$ cat src/rtl/adder_pkg.sv
// Shared definitions for the serial adder: FSM state encoding and the
// counter-width helper.
package adder_pkg;

  typedef enum logic [1:0] {
    ST_IDLE = 2'd0,
    ST_RUN  = 2'd1,
    ST_DONE = 2'd2
  } state_t;

  // Width of a counter that must reach n-1; never narrower than one bit.
  function automatic int cnt_width(input int n);
    int w;
    w = $clog2(n);
    return (w < 1) ? 1 : w;
  endfunction

endpackage

$ cat src/rtl/full_adder.sv
// One-bit combinational full adder; the building block of the per-cycle
// ripple chain inside serial_adder.
module full_adder (
  input  logic a,
  input  logic b,
  input  logic cin,
  output logic s,
  output logic cout
);

  assign s    = a ^ b ^ cin;
  assign cout = (a & b) | (cin & (a ^ b));

endmodule

$ cat src/rtl/serial_adder.sv
// Multi-cycle adder: consumes CHUNK operand bits per clock, LSB first, and
// publishes sum/carry/overflow in a result register held until the next DONE.
module serial_adder
  import adder_pkg::*;
#(
  parameter int WIDTH = 8,
  parameter int CHUNK = 1
) (
  input  logic             clk,
  input  logic             rst,
  input  logic             start,
  input  logic [WIDTH-1:0] in_a,
  input  logic [WIDTH-1:0] in_b,
  input  logic             in_carry,
  output logic             busy,
  output logic             done,
  output logic [WIDTH-1:0] sum,
  output logic             carry_out,
  output logic             overflow
);

  localparam int NCHUNK = WIDTH / CHUNK;
  localparam int CW     = cnt_width(NCHUNK);

  if (WIDTH < 2 || (WIDTH % CHUNK) != 0) begin : g_param_check
    $error("serial_adder: WIDTH must be >= 2 and a multiple of CHUNK");
  end

  state_t           r_state;
  logic [CW-1:0]    r_cnt;
  logic [WIDTH-1:0] r_a;
  logic [WIDTH-1:0] r_b;
  logic [WIDTH-1:0] r_acc;
  logic [WIDTH-1:0] r_sum;
  logic             r_carry;
  logic             r_a_msb;
  logic             r_b_msb;
  logic             r_cout;
  logic             r_ovf;
  logic             r_busy;
  logic             r_done;

  logic [CHUNK:0]   w_c;
  logic [CHUNK-1:0] w_s;
  logic [WIDTH-1:0] w_acc_next;
  logic             w_last;

  assign w_c[0] = r_carry;

  for (genvar i = 0; i < CHUNK; i++) begin : g_chain
    full_adder u_fa (
      .a    (r_a[i]),
      .b    (r_b[i]),
      .cin  (w_c[i]),
      .s    (w_s[i]),
      .cout (w_c[i+1])
    );
  end

  // Chunk sums enter at the top so that after NCHUNK cycles the LSB chunk
  // has been shifted down to bit 0.
  if (CHUNK == WIDTH) begin : g_acc_full
    assign w_acc_next = w_s;
  end else begin : g_acc_shift
    assign w_acc_next = {w_s, r_acc[WIDTH-1:CHUNK]};
  end

  assign w_last = (r_cnt == CW'(NCHUNK - 1));

  always_ff @(posedge clk) begin
    if (rst) begin
      r_state <= ST_IDLE;
      r_cnt   <= '0;
      r_a     <= '0;
      r_b     <= '0;
      r_acc   <= '0;
      r_sum   <= '0;
      r_carry <= 1'b0;
      r_a_msb <= 1'b0;
      r_b_msb <= 1'b0;
      r_cout  <= 1'b0;
      r_ovf   <= 1'b0;
      r_busy  <= 1'b0;
      r_done  <= 1'b0;
    end else begin
      r_done <= 1'b0;
      case (r_state)
        ST_IDLE, ST_DONE: begin
          if (start) begin
            r_a     <= in_a;
            r_b     <= in_b;
            r_carry <= in_carry;
            r_a_msb <= in_a[WIDTH-1];
            r_b_msb <= in_b[WIDTH-1];
            r_acc   <= '0;
            r_cnt   <= '0;
            r_busy  <= 1'b1;
            r_state <= ST_RUN;
          end else begin
            r_state <= ST_IDLE;
          end
        end
        ST_RUN: begin
          r_a     <= r_a >> CHUNK;
          r_b     <= r_b >> CHUNK;
          r_acc   <= w_acc_next;
          r_carry <= w_c[CHUNK];
          r_cnt   <= r_cnt + CW'(1);
          if (w_last) begin
            r_state <= ST_DONE;
            r_busy  <= 1'b0;
            r_done  <= 1'b1;
            r_sum   <= w_acc_next;
            r_cout  <= w_c[CHUNK];
            r_ovf   <= (r_a_msb == r_b_msb) && (w_acc_next[WIDTH-1] != r_a_msb);
          end
        end
        default: begin
          r_state <= ST_IDLE;
          r_busy  <= 1'b0;
        end
      endcase
    end
  end

  assign busy      = r_busy;
  assign done      = r_done;
  assign sum       = r_sum;
  assign carry_out = r_cout;
  assign overflow  = r_ovf;

endmodule

$ cat config.mk
export PLATFORM = sky130hd
export DESIGN_NAME = serial_adder
export DESIGN_NICKNAME = d
export VERILOG_FILES = /design/src/rtl/adder_pkg.sv /design/src/rtl/full_adder.sv /design/src/rtl/serial_adder.sv
export SDC_FILE = /design/constraint.sdc
export NUM_CORES = 1
export LEC_CHECK = 0
export BUFFER_PORTS_ARGS = -buffer_cell sky130_fd_sc_hd__buf_2
export CAP_MARGIN = 5
export CELL_PAD_IN_SITES_DETAIL_PLACEMENT = 1
export CELL_PAD_IN_SITES_GLOBAL_PLACEMENT = 1
export CORE_MARGIN = 10
export CORE_UTILIZATION = 42
export CTS_CLUSTER_SIZE = 25
export DETAILED_ROUTE_END_ITERATION = 7
export HOLD_SLACK_MARGIN = 0.12
export PLACE_DENSITY_LB_ADDON = 0.1
export SLEW_MARGIN = 20
export SYNTH_ARGS = -nofsm -noshare
export SYNTH_HDL_FRONTEND = slang
export SYNTH_SLANG_ARGS = --single-unit
$ cat constraint.sdc
create_clock -name clk -period 4.1 [get_ports clk]
set_input_delay 0.82 -clock clk [delete_from_list [all_inputs] [get_ports clk]]
set_output_delay 0.82 -clock clk [all_outputs]
set_load 0.05 [all_outputs]
== After elaboration in Yosys (flattened, before gate mapping) ==
Cells that the tools add are included.
Storage, ports and cells
  register bits: 44
  logic and storage cells: 53
  bits of input ports: 20
  output and inout bits: 12
Cells by class
  muxes and demuxes: 17
  bitwise gates (word level): 6
  reductions and logical operators: 9
  $add $sub $neg: 1
  equal/unequal tests: 7
Operators by type and width (count)
  8-bit case mux with 2 select lines: 3
  8-bit 2-to-1 mux: 3
  2-bit AND reduction: 4
  3-bit case mux with 2 select lines: 1
  1-bit 2-to-1 mux: 5
  2-bit != test (second input constant): 2
  1-bit case mux with 2 select lines: 2
  2-bit case mux with 2 select lines: 1
  2-bit OR reduction: 2
  3-bit by 1-bit adder with 3-bit output (second input constant): 1
  3-bit == test (second input constant): 1
  3-bit 2-to-1 mux: 1
  1-bit bitwise AND: 2
  2-bit by 1-bit == test with 1-bit output (second input constant): 1
  2-bit == test (second input constant): 1
  2-bit logical NOT: 1
  2-bit 2-to-1 mux: 1
  2-bit nonzero test: 1
  1-bit XOR: 2
  1-bit == test: 1
  1-bit logical AND: 1
  1-bit != test: 1
  1-bit inverter: 1
  1-bit bitwise OR: 1

== Longest topological paths before layout ==
Gate-level depths: netlist of run 1.
  word-level depth: 4
  mapped depth: 6
  gate-level depth less buffers: 5

== Modules after synthesis ==
A second synthesis of run 1 with hierarchy kept.
Second synthesis, totals
  cells, all modules: 208
  area total of the unflattened synthesis: 1732.9 um^2
Modules (own cells, without submodules)
  serial_adder: instances 1, area an instance 1712.9 um^2, cells each 207, sequential area each 860.8 um^2
  full_adder: instances 1, area an instance 20.0 um^2, cells each 1, sequential area each 0.0 um^2

== Worst setup path before layout of run 1 ==
Ideal clock, no wire load.
  kind: input to register
  from: input start
  to: register r_a[0]
  stages: 5
  data arrival time: 1.480 ns
  path buffers: 2
  required time: 4.009 ns
  setup time: 0.091 ns
  path slack: 2.529 ns
  cell sequence: nor2b_1 buf_4 buf_4 nand2_1 a311oi_1
Between the ends
  cells in the longest elaborated chain, start to end: 2
RTL lines
  start: declaration: line serial_adder.sv:11  | input logic start,
  2-bit != test (no source line)
  2-bit AND reduction (no source line)
  end signal: assignment: line serial_adder.sv:90  | r_a <= in_a;
  end signal: assignment: line serial_adder.sv:104  | r_a <= r_a >> CHUNK;
  end: declaration: line serial_adder.sv:31  | logic [WIDTH-1:0] r_a;
No other way between the ends.
A chain may end at the register's enable or synchronous reset.

== Final worst setup path of run 1 ==
Same ends and word-level chain as after synthesis.

==> results of run 1 <==
[tightest hold or removal path, stage by stage (launching register included)]
cell and delay (ps):
dfxtp_1 310, nand2_1 50, a21oi_1 50
[area by class of cell]
cell class	count	area, sq um	area share, %
Sequential cell	43	861	43.8
Multi-Input combinational cell	144	748	38.0
Timing Repair Buffer	32	163	8.27
Clock buffer	6	82.6	4.20
Tap cell	50	62.6	3.18
Clock inverter	2	35.0	1.78
Inverter	4	15.0	0.763
[routing by layer]
metal,track usage [%],routed length (um)
met1,14.8,1930
met2,22.7,2260
met3,4.20,200
met4,3.65,41
met5,0,0
[layout by cell type (no fill, tap or decap)]
cell type  instances
o21a_1             1
nand2_1           54
bufinv_16          1
a311oi_1          15
nor2_1            22
a21oi_1           22
nand2b_2           1
clkinv_2           1
nor2b_2            1
nand2b_1           3
and3b_1            1
dfxtp_1           43
nor2b_1            1
buf_4              1
inv_1              4
fa_1               1
clkbuf_8           6
a211oi_1           2
a2bb2oi_1          1
or3_1              1
o32a_1             1
ha_1               2
nand3_1           14
buf_2             31
nand3b_1           1
[power by group]
part           leakage (nW)  internal [W]  switching (W)
Clock                0.0612      0.000197       0.000142
Sequential            0.351      0.000438      0.0000130
Combinational         0.366     0.0000333      0.0000593
[state kept, by name (all words and copies together), names as in the netlist]
| register | cells |
|---|---|
| busy | 1 |
| carry_out | 1 |
| done | 1 |
| overflow | 1 |
| r_a | 8 |
| r_a_msb | 1 |
| r_acc | 7 |
| r_b | 8 |
| r_b_msb | 1 |
| r_carry | 1 |
| r_cnt | 3 |
| r_state | 2 |
| sum | 8 |
[final timing paths]
path | to | slack [ps] | cells after the start
worst max-delay path | r_a[0]$_SDFFE_PP0P_ | 2290 | 4
worst min-delay path | sum[5]$_SDFFE_PP0P_ | 460 | 2
worst max register to register | overflow$_SDFFE_PP0P_ | 2380 | 5
worst min register to register | sum[5]$_SDFFE_PP0P_ | 460 | 2
[Yosys cell counts (all sizes together) (2+ instances only)]
cell,n,area share (%)
nor2b,2,0.73
dfxtp,43,50
nor2,22,4.8
a211oi,2,0.88
nand3,14,4.1
buf,11,3.8
clkbuf,6,1.3
nand2b,4,1.5
a21oi,22,6.5
a311oi,15,7.7
inv,4,0.88
ha,2,1.5
nand2,54,12
[cell families after synthesis]
logic type	count (synthesis)
AO/OA/AOI/OAI	42
adder cells (fa/ha/maj)	3
buffers and inverters	21
flip-flops	43
AND/OR/NAND/NOR	99
[per-stage QoR]
| step | area, sq um | utilization (%) | instances |
|---|---|---|---|
| after CTS | 1960 | 49.4 | 281 |
| after floorplan | 1710 | - | 208 |
| after detailed placement | 1840 | 46.4 | 273 |
| final | 1970 | 49.5 | 281 |
| after global routing | 1970 | 49.5 | 281 |
| after global placement | 1840 | 46.4 | 273 |
==> summary.md, run 1 <==
| Metric | Value |
|---|---|
| Overall routing resource usage | `a little over an eighth` |
| First DRT Iteration DRCs | `97` |
| Gpl congestion | `between 0.7 and 0.8` |
| Antenna violations before repair | `0` |
| Critical Path Max Stage Delay | `around 620 ps` |
| Vias in the first global route | `1588` |
| Most used DFF post-synth | `dfxtp_1` |
| Worst Path Arrival | `2000 ps` |
| Synthesized area per cell | `8.20 sq um` |
| Port bufs | `31` |
| CTS Buf Count | `5` |
| Grt total ovfl | `0` |
| Final Slew Violations | `0` |
| Crit path kind | `in -> reg` |
| Slew @ Worst Pin | `between 700 and 800 ps` |
| CTS hold repair buffers | `0` |
| CP max stage cell | `nor2b_2` |
| Status | `complete, no violations` |
| Post-Synthesis Cells | `between 200 and 250` |
| Startpoint Class | `primary input` |
| DP HPWL | `3050 um` |
| Die area | `0.00701 sq mm` |
| Max Freq | `552 MHz` |
| Die X | `about 84 um` |
| Worst-path clk slew | `approximately 80 ps` |
| TritonRoute pass-1 iters | `4` |
| ANT cells | `0` |
| Mux share of post-synthesis cell area | `0%` |
| Via density | `5.32` |
| Simple logic cell fraction of the synthesized area | `between 20% and 30%` |
| VDD IR-drop max | `slightly below 0.0002 V` |
| Area delta synth->final | `15.2%` |
| Min-delay src | `sum[5]$_SDFFE_PP0P_` |
| Clk sinks | `between 40 and 50` |
| Rows | `23` |
| Total Power | `~0.0009 W` |
| Smallest hold slack | `between 400 and 500 ps` |
| Crit end category | `flip-flop` |
| DRC | `0` |
| Fillers | `slightly below 500` |
| Skew-Pair Late Insertion Delay | `roughly 290 ps` |
| Final Hold Viols | `0` |
| Final setup vio count | `0` |
| Leakage power | `0.778 nW` |
| Seq/Total Area, Yosys | `50.4%` |
| Synth async-reset ratio | `0%` |
| Yosys cell types | `21` |
| Buffer count from post-CTS setup fixing | `0` |
| Ys Warns | `0` |
| IO Count | `32` |
| Setup WS pre-CTS | `1620 ps` |
| Max transition margin | `between 40% and 50%` |
| Hold Path Class | `reg -> reg` |
| Total Wirelength | `around 4400 um` |
| FF+latch count, synth | `43` |
| CTS Buffer Depth | `2` |
| Number of max-cap violations | `0` |
| Largest family of logic cells by synthesized area | `simple AND/OR/NAND/NOR gates` |
| Synth Area in Compound Gates | `roughly 17%` |
| Die Y | `approximately 84 um` |
| PnR worst setup slack | `~2300 ps` |
| Setup TNS | `0 ps` |
| Layout Nets | `~250` |
| Total number of vias | `between 1000 and 1500` |
| Avg WL per Cell | `around 16 um` |
| Largest net degree at the start of global routing | `between 40 and 50` |
| CTS tree | `yes` |
| Post-synth EDFFs | `0` |
| Final period util | `about 44%` |
| CORE AREA | `0.00397 sq mm` |
| Share of layout cells above drive strength 1 | `between 10% and 20%` |
| Post-CTS resize count | `0` |
| Worst path cell trace | `buf_2 -> nor2b_2 -> nand2_1 -> a311oi_1` |
| Synth Area in Adders | `between 2 and 3%` |
| PD cells | `449 mW/mm^2` |
| Cell Area, Synth | `~0.0017 sq mm` |
| Critical R2R Launch | `r_cnt[0]$_SDFFE_PP0P_` |
| Starting Density | `a little over two fifths` |
| Xor/xnor share of the synthesized area | `0%` |
| Largest delay share family, worst path | `simple AND/OR/NAND/NOR gates` |
| Clock skew | `around 6.1 ps` |
| Start point of the critical path | `start` |
| Unrepaired setup endpoints after global routing | `no` |
| CP max FO | `17` |
| Syn nets | `approximately 230` |
| Clock Tree Root | `clkbuf_8` |
| Worst Path Buf+Inv | `1` |
| First-pass GRT wire length | `approximately 7700 um` |
| DRT antenna net count | `0` |
| Minimum clock period | `approximately 1800 ps` |
| Critical Path RT | `approximately 4300 ps` |
| H-tree levels | `2` |
Power figures use the tool's default switching activity.
==> inputs of run 2 (changes only) <==
Settings changed: ABC_AREA set to 1, CORE_UTILIZATION 42 to 35.
Clock period 4.1 ns to 1.45 ns, I/O delays scaled along.
==> summary.md, run 2 <==
| Metric | Value |
|---|---|
| Area delta synth->final | `19.0%` |
| Skew-Pair Late Insertion Delay | `290 ps (about the same)` |
| Met3 Use GR | `3.50% (-0.69 points)` |
| Top cells by count, synth | `47 x nand2_1, 45 x nand3_1, 43 x dfxtp_1` |
| Largest area contributor in the netlist | `dfxtp_1` |
| Syn nets | `269 (+16%)` |
| Ys Warns | `0 (unchanged)` |
| Largest net degree at the start of global routing | `40 (-9.1%)` |
| Seq/Total Area, Yosys | `47.1% (-3.3 points)` |
| Clk sinks | `43 (unchanged)` |
| VDD IR-drop max | `0.000504 V (+160%)` |
| Vias in the first global route | `1704 (+7.3%)` |
| Yosys cell types | `20 (-4.8%)` |
| Leakage power | `0.953 nW (+22%)` |
| Avg WL per Cell | `13.4 um (-15%)` |
| Rows | `26 (+13%)` |
| Hold Path Class | `in -> reg` |
| Final Slew Violations | `0 (unchanged)` |
| CTS hold repair buffers | `0 (unchanged)` |
| DRT antenna net count | `0 (unchanged)` |
| Crit end category | `flip-flop` |
| Max transition margin | `82.2% (+34 points)` |
| Part of the power in the clock network | `30.8% (-7.6 points)` |
| M2 GR Usage | `18.5% (-4.2 points)` |
| Worst Path Arrival | `1540 ps (-460 ps)` |
| PD cells | `1090 mW/mm^2 (+140%)` |
| Number of max-cap violations | `0 (unchanged)` |
| Startpoint Class | `flip-flop` |
| Net Switching | `0.000645 W (+200%)` |
| CTS Buffer Depth | `2 (unchanged)` |
| Most Crowded Layer GR | `met2` |
| DP HPWL | `3240 um (+6.5%)` |
| Met1 Usage GRT | `14.2% (-0.66 points)` |
| CORE AREA | `0.00507 sq mm (+28%)` |
| CTS Buf Count | `5 (unchanged)` |
| Final period util | `just over 90%` |
| Dominant cells by area after synthesis | `dfxtp_1 47%, nand3_1 12%, nand2_1 9.7%` |
| First DRT Iteration DRCs | `56 (-42%)` |
| First-pass GRT wire length | `8050 um (+5.2%)` |
| ANT cells | `0 (unchanged)` |
| Most used DFF post-synth | `dfxtp_1` |
| Die X | `92.2 um (+10%)` |
| CTS tree | `yes` |
| Die Y | `92.2 um (+10%)` |
| DRC | `0 (unchanged)` |
| PnR worst setup slack | `106 ps (-2180 ps)` |
| Share of layout cells above drive strength 1 | `19.2% (+1.0 points)` |
| Final Hold Viols | `0 (unchanged)` |
| IO Count | `32 (unchanged)` |
| Antenna violations before repair | `0 (unchanged)` |
| Starting Density | `36.0% (-7.0 points)` |
| Gpl congestion | `0.788 (+9.3%)` |
| Setup WS pre-CTS | `79.9 ps (-1540 ps)` |
| Slew @ Worst Pin | `267 ps (-505 ps)` |
| Final Core Density | `42.8% (-6.7 points)` |
| Post-Synthesis Cells | `246 (+18%)` |
| Port bufs | `31 (unchanged)` |
| Overall routing resource usage | `11.4% (-1.6 points)` |
| Crit path kind | `reg -> reg` |
| Status | `complete, no violations` |
| Grt total ovfl | `0 (unchanged)` |
| Top-count cell post-synth | `nand2_1` |
| Clock Tree Root | `clkbuf_8` |
| Synthesized area per cell | `7.43 sq um (-9.5%)` |
| Unrepaired setup endpoints after global routing | `no` |
| Die area | `0.00851 sq mm (+21%)` |
| Logic pwr share | `15.7% (+5.2 points)` |
| Most frequent cells in the layout | `47 x nand2_1, 45 x nand3_1, 43 x dfxtp_1, 31 x buf_2, 24 x inv_1` |
| Clock skew | `4.91 ps (-1.24 ps)` |
| Worst-path clk slew | `80 ps (about the same)` |
| Total Power | `0.00237 W (+170%)` |
| Layout Nets | `303 (+20%)` |
| FF+latch count, synth | `43 (unchanged)` |
| Most common cell after layout, fill and taps aside | `nand2_1` |
| Max Freq | `between 700 and 800 MHz` |
| Top cell type's share of synthesized area | `47.1% (-3.3 points)` |
| Cell internal pwr | `0.00173 W (+160%)` |
| Via density | `4.68 (-12%)` |
| Post-synth EDFFs | `0 (unchanged)` |
| Critical Path RT | `1650 ps (-2640 ps)` |
| Minimum clock period | `roughly 1300 ps` |
| Cell Area, Synth | `0.00183 sq mm (+7.0%)` |
| Total number of vias | `1643 (+9.8%)` |
| Flop pwr share | `53.5% (+2.4 points)` |
| TritonRoute pass-1 iters | `3 (-1)` |
| Final setup vio count | `0 (unchanged)` |
| CP max FO | `3 (-14)` |
| Setup TNS | `0 ps (unchanged)` |
| H-tree levels | `2 (unchanged)` |
| Buffer count from post-CTS setup fixing | `0 (unchanged)` |
| Synth async-reset ratio | `0% (unchanged)` |
| Total Wirelength | `4710 um (+6.3%)` |
| Net Sw Frac | `27.2% (+2.9 points)` |
[run 2: worst max-delay path: stages, from the launching register on]
cell and delay [ps]:
dfxtp_1 330, inv_2 50, fa_1 570, inv_1 60, nand2_1 70, nand3_1 70, nand2_1 70, inv_1 30
[run 2: logic make-up (layout without fill, tap and decap cells)]
kind of cell / after synthesis / after routing / share of synthesized area [%]
AO/OA/AOI/OAI: 27 / 27 / 7.60
adder cells (fa/ha/maj): 3 / 3 / 2.47
buffers and inverters: 43 / 78 / 11.1
flip-flops: 43 / 43 / 47.1
AND/OR/NAND/NOR: 130 / 130 / 31.7
[run 2: metal layers]
metal / vias up / share of wire, %
li1: 856 / -
met1: 761 / 48
met2: 22 / 47
met3: 4 / 3.4
met4: 0 / 0.85
met5: - / 0
[run 2: stage by stage]
step / hold WS (ps) / instance area [sq um] / instances
2_1_floorplan: 430 / 1830 / 246
3_5_place_dp: 452 / 2090 / 343
5_1_grt: 229 / 2170 / 351
3_3_place_gp: 441 / 2090 / 343
4_1_cts: 218 / 2170 / 351
6_report: 225 / 2170 / 351
[run 2: power by group through the flow]
stage / clock (W) / sequential [W] / combinational, W
finish: 0.000731 / 0.00127 / 0.000374
global route: 0.000815 / 0.00128 / 0.000430
CTS: 0.000767 / 0.00127 / 0.000382
detailed placement: 0 / 0.00130 / 0.000379
global placement: 0 / 0.00129 / 0.000373
floorplan: 0 / 0.00130 / 0.000259
[run 2: final cells by class]
type	instances	area (sq um)
Fill cell	695	2900
Sequential cell	43	861
Multi-Input combinational cell	160	763
Timing Repair Buffer	42	275
Inverter	28	105
Tap cell	70	87.6
Clock buffer	7	76.3
Clock inverter	1	5.00
[run 2: repair_timing]
item	4_1_cts	5_1_grt
resized for setup	0	1
endpoints found under the setup margin	0	1
endpoints found under the hold margin	0	0
[run 2: path summary, 6_finish.rpt]
| path | from | to | slack [ps] | cells past startpoint |
|---|---|---|---|---|
| worst max-delay path | r_b[0]$_SDFFE_PP0P_ | overflow$_SDFFE_PP0P_ | 110 | 7 |
| worst min register to register | sum[4]$_SDFFE_PP0P_ | sum[4]$_SDFFE_PP0P_ | 460 | 2 |
| worst min-delay path | in_b[3] | r_b[3]$_SDFFE_PP0P_ | 220 | 3 |
| worst max register to register | r_b[0]$_SDFFE_PP0P_ | overflow$_SDFFE_PP0P_ | 110 | 7 |
